`src/rtl/vector_fifo_packer.sv`:
```
// rtl/vector_fifo_packer.sv - packs a scalar sample stream into WIDTH_VECTOR-lane vectors for a FIFO write port
//
// Ports:
//   clk, rstn              write clock, asynchronous active-low reset
//   s_valid/s_ready        sample handshake; s_data is lane data, s_last closes the vector early
//   fifo_full              FIFO full flag (same clock domain)
//   fifo_winc, fifo_wdata  one-cycle write strobe and packed vector (lane k at [k*N +: N])
//   busy                   partial vector in progress or output register occupied
//   vec_count, pad_count   wrapping counts of vectors written / vectors flushed short
module vector_fifo_packer #(
    parameter int              WIDTH_VECTOR = 8,
    parameter int              N            = 32,
    parameter int              CNT_W        = 16,
    parameter logic [N-1:0]    PAD_VALUE    = '0
) (
    input  logic                      clk,
    input  logic                      rstn,
    input  logic                      s_valid,
    output logic                      s_ready,
    input  logic [N-1:0]              s_data,
    input  logic                      s_last,
    input  logic                      fifo_full,
    output logic                      fifo_winc,
    output logic [WIDTH_VECTOR*N-1:0] fifo_wdata,
    output logic                      busy,
    output logic [CNT_W-1:0]          vec_count,
    output logic [CNT_W-1:0]          pad_count
);

    localparam int LANE_W = $clog2(WIDTH_VECTOR);
    localparam logic [LANE_W-1:0] LAST_LANE = LANE_W'(WIDTH_VECTOR - 1);

    logic [LANE_W-1:0]          lane_cnt;
    logic [WIDTH_VECTOR*N-1:0]  pack_q;
    logic [WIDTH_VECTOR*N-1:0]  out_q;
    logic                       out_valid;
    logic [WIDTH_VECTOR*N-1:0]  next_vec;
    logic                       accept;
    logic                       last_lane;
    logic                       complete;

    // The output register is either empty or being written this cycle, so a
    // new complete vector always has somewhere to go when s_ready is high.
    assign s_ready   = ~out_valid | ~fifo_full;
    assign accept    = s_valid & s_ready;
    assign last_lane = (lane_cnt == LAST_LANE);
    assign complete  = accept & (last_lane | s_last);
    assign fifo_winc = out_valid & ~fifo_full;
    assign fifo_wdata = out_q;
    assign busy      = (lane_cnt != '0) | out_valid;

    // Vector as it would look if the current beat closed it: lanes already
    // gathered, the incoming beat, then padding. Padding is applied here
    // explicitly so a non-zero PAD_VALUE is honoured even straight after reset.
    always_comb begin
        next_vec = '0;
        for (int k = 0; k < WIDTH_VECTOR; k++) begin
            if (k < int'(lane_cnt)) begin
                next_vec[k*N +: N] = pack_q[k*N +: N];
            end else if (k == int'(lane_cnt)) begin
                next_vec[k*N +: N] = s_data;
            end else begin
                next_vec[k*N +: N] = PAD_VALUE;
            end
        end
    end

    always_ff @(posedge clk or negedge rstn) begin
        if (!rstn) begin
            lane_cnt  <= '0;
            pack_q    <= '0;
            out_q     <= '0;
            out_valid <= 1'b0;
            vec_count <= '0;
            pad_count <= '0;
        end else begin
            if (complete) begin
                out_q     <= next_vec;
                out_valid <= 1'b1;
                lane_cnt  <= '0;
                pack_q    <= {WIDTH_VECTOR{PAD_VALUE}};
                if (s_last && !last_lane) begin
                    pad_count <= pad_count + CNT_W'(1);
                end
            end else begin
                if (fifo_winc) begin
                    out_valid <= 1'b0;
                end
                if (accept) begin
                    for (int k = 0; k < WIDTH_VECTOR; k++) begin
                        if (k == int'(lane_cnt)) begin
                            pack_q[k*N +: N] <= s_data;
                        end
                    end
                    lane_cnt <= lane_cnt + LANE_W'(1);
                end
            end
            if (fifo_winc) begin
                vec_count <= vec_count + CNT_W'(1);
            end
        end
    end

endmodule
```
`config.mk`:
```
export PLATFORM = sky130hd
export DESIGN_NAME = vector_fifo_packer
export DESIGN_NICKNAME = d
export VERILOG_FILES = /design/src/rtl/vector_fifo_packer.sv
export SDC_FILE = /design/constraint.sdc
export NUM_CORES = 1
export LEC_CHECK = 0
export ABC_CLOCK_PERIOD_IN_PS = 5300
export CAP_MARGIN = 20
export CORE_MARGIN = 4
export CORE_UTILIZATION = 45
export DETAILED_ROUTE_END_ITERATION = 12
export PLACE_DENSITY = 0.69
export SLEW_MARGIN = 25
export SYNTH_ARGS = -nofsm -noshare
export SYNTH_HDL_FRONTEND = slang
export SYNTH_SLANG_ARGS = --single-unit
```
`constraint.sdc`:
```
create_clock -name clk -period 5.3 [get_ports clk]
set_input_delay 1.06 -clock clk [delete_from_list [all_inputs] [get_ports clk]]
set_output_delay 1.06 -clock clk [all_outputs]
set_load 0.1 [all_outputs]
```
# == After elaboration in Yosys (flattened, before gate mapping) ==
# Index checks and enable logic that the tools add are counted.
# word_totals
ff_bits,516
in_bits,37
out_inout_bits,291
word_cells,87
# op_classes
addsub,3
order_cmp,7
eq_ne,8
muxes,28
bitwise_logic,8
n_reduce_logical,21
# op_table
op,n
$mux W32,22
$mux W224,2
$add A16 B1 Y16 const B,2
$reduce_bool A2 Y1,9
$reduce_and A2 Y1,8
$eq A3 B3 Y1 const A,4
$lt A3 B3 Y1 const A,3
$eq A2 B3 Y1 const A,2
$lt A1 B3 Y1 const A,2
$lt A2 B3 Y1 const A,2
$mux W3,2
$add A3 B1 Y3 const B,1
$and A1 B1 Y1,3
$eq A1 B3 Y1 const A,1
$eq A3 B3 Y1 const B,1
$logic_not A3 Y1,1
$or A1 B1 Y1,3
$reduce_bool A3 Y1,1
$mux W1,2
$not A1 Y1,2
$logic_and A1 B1 Y1,1
$logic_not A1 Y1,1

# == Logic depth before layout (Yosys ltp) ==
# Gate-level depths: netlist of run 1.
# depth
depth_word,6
ltp_mapped,10
ltp_nobuf,6

# == Worst setup path after synthesis of run 1 ==
# OpenSTA, ideal clock, no wires.
# synth_timing
kind,input to output
start,input fifo_full
end,output s_ready
arrival_time_ps,1727
required_time_ps,4240
setup_slack_ps,2513
cell_stages,1
path_cell_list,nand2_1
# synth_via
elab_chain_len,2
# synth_rtl
item,line,rtl
"start, declared",22,"input logic fifo_full,"
$not A1 Y1,44,assign s_ready = ~out_valid | ~fifo_full;
$or A1 B1 Y1,44,
"end, declared",19,"output logic s_ready,"
# Every way passes these cells.

# == Worst setup path after layout of run 1 ==
# layout_timing
start,register lane_cnt[1]
end,output busy
# layout_via
elab_chain_len,2
# layout_rtl
item,line,rtl
"start, declared",33,logic [LANE_W-1:0] lane_cnt;
"start signal, assigned",95,lane_cnt <= lane_cnt + LANE_W'(1);
$reduce_bool A3 Y1,50,assign busy = (lane_cnt != '0) | out_valid;
$or A1 B1 Y1,50,
"end, declared",25,"output logic busy,"
# Every way passes these cells.

==> results of run 1 <==
[metal layers]
metal | track usage | part of all wire | vias to the layer above
met5 | 0 | 0 | -
met4 | 0.08793 | 0.030 | 0
met3 | 0.06265 | 0.085 | 143
met2 | 0.4135 | 0.46 | 728
met1 | 0.3617 | 0.42 | 8563
li1 | - | - | 7882
[Yosys cell counts (17+ instances only)]
master and count:
a22oi_1 96, buf_2 76, xnor2_1 17, dfrtp_1 516, and3_1 102, a22o_1 32
nor2b_1 36, clkbuf_1 112, o21ai_0 344, nand2_1 486, o21ai_1 108, a31oi_1 32
a21oi_1 98
[metrics by stage]
stage | std cells | total power, mW
6_report | 3017 | 13.21
4_1_cts | 3014 | 13.27
3_3_place_gp | 2924 | 9.674
3_5_place_dp | 2926 | 9.748
5_1_grt | 3017 | 13.72
2_1_floorplan | 2163 | 8.343
[critical path, stage by stage (launching register included)]
cell and delay [ns]:
dfrtp_1 0.54, inv_1 0.42, ha_1 0.63, nor2b_1 0.40
nand2b_1 0.10, buf_4 0.24
[report_power, final]
part | internal, mW | switching [mW] | total, mW
sequential | 4.62 | 0.503 | 5.12
clock | 1.97 | 1.54 | 3.51
combinational | 1.00 | 3.58 | 4.58
total | 7.59 | 5.62 | 13.2
[cell type report]
cell class / count / share of cell area
sequential: 516 / 0.4860
multi-input combinational: 1443 / 0.2879
timing repair buffer: 357 / 0.1366
clock buffer: 75 / 0.05683
tap: 607 / 0.02858
clock inverter: 13 / 0.003249
inverter: 6 / 0.0008476
[cell families after synthesis]
kind of cell,count (synthesis),synth area share
XOR/XNOR,30,0.01232
adder cells (fa/ha/maj),8,0.004692
AO/OA/AOI/OAI,719,0.1891
multiplexers,2,0.001056
flip-flops,516,0.6052
buffers and inverters,204,0.04281
AND/OR/NAND/NOR,684,0.1449
[state kept, by name (all words and copies together), names as in the netlist]
name / cells
pack_q: 224
pad_count: 16
fifo_wdata: 256
lane_cnt: 3
vec_count: 16
out_valid: 1
[worst paths after layout]
check                              startpoint               to  slack, ns  cells past startpoint
worst max-delay path              lane_cnt[1]             busy       1.31                      5
worst min-delay path            vec_count[15]    vec_count[15]       0.47                      1
worst max register to register    lane_cnt[2]      pack_q[184]       1.53                      7
worst min register to register  vec_count[15]    vec_count[15]       0.47                      1
max in group asynchronous                rstn  fifo_wdata[211]       3.56                      2
min in group asynchronous                rstn     vec_count[9]       0.56                      1
[layout by cell type, fill, tap and decap left out, types with 7 or more instances in the layout]
master / instances
dfrtp_1: 515
nand2_1: 486
o21ai_0: 344
clkdlybuf4s50_1: 317
o21ai_1: 107
and3_1: 101
a22oi_1: 96
a21oi_1: 96
clkbuf_16: 54
nor2b_1: 36
a22o_1: 32
a31oi_1: 32
buf_4: 21
xnor2_1: 17
xor2_1: 13
clkbuf_1: 13
nor2_1: 10
nand2_4: 9
clkinv_2: 9
o21ai_4: 8
nand3_1: 8
nand4_1: 8
clkbuf_8: 8
ha_1: 7
buf_2: 7
==> results_dict.tcl, run 1 <==
set metrics [dict create \
    fin_crit_ns 3.995 \
    grtUsageTotal 0.2627 \
    post_cts_buffers 0 \
    fp-row-count 79 \
    place.gp.congestion 0.8639 \
    overflow 0 \
    cts_hold_buf 0 \
    hold_class "reg -> reg" \
    wl_per_cell_um 22.49 \
    crit_fanout 14 \
    status "completed" \
    drive_above_1_share 0.06307 \
    ys_seq_area_frac 0.6052 \
    io_pins 328 \
    syn_inst 2163 \
    cts_inserted_buffers 54 \
    area_delta_synth_final_pct 24.54 \
    path_class "reg -> out" \
    multi_input_area_um2 7650 \
    arrival_ns 2.93 \
    hold_ws_ns 0.4733 \
    dr_total_vias 17320 \
    p_leak_nw 11.70 \
    start_kind "flip-flop" \
    drt_iter0_drc 1470 \
    antenna_found_initial 0 \
    maxSlewViolCount 0 \
    final_area_um2 26570 \
    start_util 0.4563 \
    synth_area_leaders "dfrtp_1 61%, nand2_1 8.6%, o21ai_0 8.1%" \
    diodes 0 \
    worst_clock_skew_ns 0.02273 \
    post-place-ws_ns 1.348 \
    via_per_inst 5.739 \
    cts_tree "yes" \
    numPortBuffers 327 \
    max_freq_ghz 0.2503 \
    synth_top_area_frac 0.6052 \
    power_density_nw_per_um2 497.3 \
    syn-cell-area_um2 21340 \
    avgSynthCellArea_um2 9.864 \
    die_area_um2 50960 \
    finalSetupViolCount 0 \
    grt_pass1_vias 17110 \
    ys.flop_type "dfrtp_1" \
    clk_pin_slew_ns 0.06 \
    cts-root-buf "clkbuf_16" \
    clk_latency_ns 0.61 \
    fp.coreArea_um2 46750 \
    final_hold_viol_count 0 \
    grt_pass1_wl_mm 104.6 \
    syn_nets 2208 \
    post_dp_cell_area_um2 24900 \
    yosys.cell_types.count 43 \
    slew_headroom 0.2256 \
    fin_util 0.5683 \
    setup_ws_ns 1.305 \
    drtAntennaViolNets 0 \
    hpwl_mm 43.84 \
    register_area_um2 12910 \
    cts_max_level 2 \
    grt_max_degree 281 \
    synth_edf_count 0 \
    final_net_count 2423 \
    worstMarginPinSlew_ns 1.159 \
    die_x_um 225.7 \
    worst_setup_path_end_kind "primary output" \
    synth.largest_area_cell "dfrtp_1" \
    post_cts_resized 0 \
    firstDrtPassIters 8 \
    num-fill-cells 4117 \
    tns_ns 0 \
    cts_sinks 516 \
    async_reset_ff_frac 1.000 \
    period_share 0.7538 \
    ys_ff_latch 516 \
    ir_drop_v 0.0005108 \
    required_ns 4.24 \
    rsz0062_at_grt "no" \
    die_y_um 225.7 \
    routed_wl_mm 67.85 \
    ys_warn_count 0 \
    maxCapViolCount 0 \
    drc 0 \
    clk_path_buf_depth 3 \
]
(Power assumes the default switching activity.)
==> run 2, diff against run 1 <==
--- a/config.mk
+++ b/config.mk
@@ -5,7 +5,7 @@
 export SDC_FILE = /design/constraint.sdc
 export NUM_CORES = 1
 export LEC_CHECK = 0
-export ABC_CLOCK_PERIOD_IN_PS = 5300
+export ABC_CLOCK_PERIOD_IN_PS = 3700
 export CAP_MARGIN = 20
 export CORE_MARGIN = 4
 export CORE_UTILIZATION = 45
==> constraint.sdc (replaced) <==
create_clock -name clk -period 3.7 [get_ports clk]
set_input_delay 0.74 -clock clk [delete_from_list [all_inputs] [get_ports clk]]
set_output_delay 0.74 -clock clk [all_outputs]
set_load 0.1 [all_outputs]
==> results_dict.tcl, run 2 (same netlist as run 1, synthesis figures left out) <==
set metrics [dict create \
    status "completed" \
    cts_hold_buf 0 \
    ir_drop_v 0.0004575 \
    clk_path_buf_depth 3 \
    diodes 0 \
    num-fill-cells 4058 \
    crit_fanout 8 \
    drtAntennaViolNets 0 \
    startpoint "lane_cnt[1]" \
    critPathMaxStageDelay_ns 0.55 \
    numPortBuffers 327 \
    finalSetupViolCount 0 \
    maxSlewViolCount 0 \
    slew_headroom 0.2713 \
    critPathBufInv 2 \
    fp.coreArea_um2 46750 \
    cts_max_level 2 \
    routed_wl_mm 66.31 \
    register_area_um2 12910 \
    die_y_um 225.7 \
    dp.cells 2956 \
    wl_per_cell_um 21.75 \
    drc 0 \
    worst_setup_path_end_kind "primary output" \
    post_cts_resized 0 \
    multi_input_area_um2 7652 \
    grt_pass1_wl_mm 102.5 \
    p_leak_nw 11.90 \
    drive_above_1_share 0.07699 \
    start_util 0.4563 \
    die_x_um 225.7 \
    period_share 0.9291 \
    grt_pass1_vias 16970 \
    grt_max_degree 103 \
    die_area_um2 50960 \
    tns_ns 0 \
    final_hold_viol_count 0 \
    fp-row-count 79 \
    fin_crit_ns 3.438 \
    path_class "reg -> out" \
    hpwl_mm 43.94 \
    clk_pin_slew_ns 0.06 \
    final_net_count 2449 \
    layout_commonest_cell "dfrtp_1" \
    largest_reg_flops 256 \
    drt_iter0_drc 1568 \
    fin_cells 3049 \
    worst_clock_skew_ns 0.02513 \
    clk_latency_ns 0.61 \
    maxCapViolCount 0 \
    post_cts_buffers 0 \
    cts_sinks 516 \
    cts_inserted_buffers 53 \
    dr_total_vias 17190 \
    io_pins 328 \
    grtUsageTotal 0.2569 \
    firstDrtPassIters 5 \
    arrival_ns 2.70 \
    area_delta_synth_final_pct 26.22 \
    cp_slowest_cell "dfrtp_1" \
    overflow 0 \
    critPathTopFamily "buffers and inverters" \
    via_per_inst 5.638 \
    start_kind "flip-flop" \
    cts-root-buf "clkbuf_16" \
    power_density_nw_per_um2 712.4 \
    antenna_found_initial 2 \
    final_cell_mix "515 x dfrtp_1, 486 x nand2_1, 344 x o21ai_0" \
    required_ns 2.96 \
    cts_tree "yes" \
    hold_class "in -> async" \
    critical_path.cell_chain "inv_1 -> ha_1 -> nor2b_1 -> nand2b_1 -> buf_12" \
    place.gp.congestion 0.8314 \
    regToRegStartpoint "lane_cnt[1]" \
    power_mw 19.19 \
    rsz0062_at_grt "no" \
    worstMarginPinSlew_ns 1.090 \
    max_freq_ghz 0.2909 \
]
run 2: changes by cell type in the layout (fill, tap and decap cells not counted), moves of 2 or more:
| cell | delta |
|---|---|
| bufinv_16 | +3 |
| buf_16 | -5 |
| clkinv_2 | -2 |
| clkdlybuf4s50_1 | -5 |
| clkbuf_1 | +2 |
| buf_12 | +11 |
| buf_2 | -7 |
| buf_4 | +34 |
| clkbuf_8 | +4 |
run 2: per-layer routing:
| metal | GRT usage | routed length (um) |
|---|---|---|
| met1 | 0.3579 | 28300 |
| met2 | 0.4089 | 31340 |
| met3 | 0.05771 | 5135 |
| met4 | 0.07311 | 1532 |
| met5 | 0 | 0 |
run 2: stage by stage:
step | setup WS (ns) | hold slack, ns | utilization | cell area (um2)
6_report | 0.2624 | 0.1043 | 0.5760 | 26930
5_1_grt | 0.1580 | 0.1320 | 0.5760 | 26930
4_1_cts | 0.2653 | 0.1192 | 0.5760 | 26930
3_5_place_dp | 0.8116 | 0.4624 | 0.5394 | 25220
3_3_place_gp | 0.8665 | 0.4536 | 0.5394 | 25220
2_1_floorplan | 1.273 | 0.4422 | - | 21340
run 2: worst paths after layout:
kind	end	slack, ns	cells after the start
max	busy	0.26	5
min	vec_count[11]	0.10	1
max reg2reg	fifo_wdata[138]	0.94	8
min reg2reg	vec_count[15]	0.47	1
max in group asynchronous	fifo_wdata[152]	2.54	3
min in group clk	vec_count[15]	0.47	1
run 2: layout make-up:
class / count / share of cell area
timing repair buffer: 384 / 0.1438
inverter: 6 / 0.0008363
tap: 607 / 0.02820
sequential: 516 / 0.4795
clock inverter: 13 / 0.006040
multi-input combinational: 1443 / 0.2842
clock buffer: 80 / 0.05747
run 2: worst register-to-register path: stages, from the launching register on:
cell     delay (ns)
dfrtp_1        0.55
inv_1          0.45
ha_1           0.27
buf_4          0.35
and2_1         0.24
and3_2         0.22
buf_12         0.25
a22oi_1        0.13
o21ai_0        0.22
run 2: where the power goes:
part	switching (mW)	internal (mW)	total, mW
registers	0.666	6.61	7.28
logic	5.13	1.48	6.61
clock network	2.21	3.09	5.30
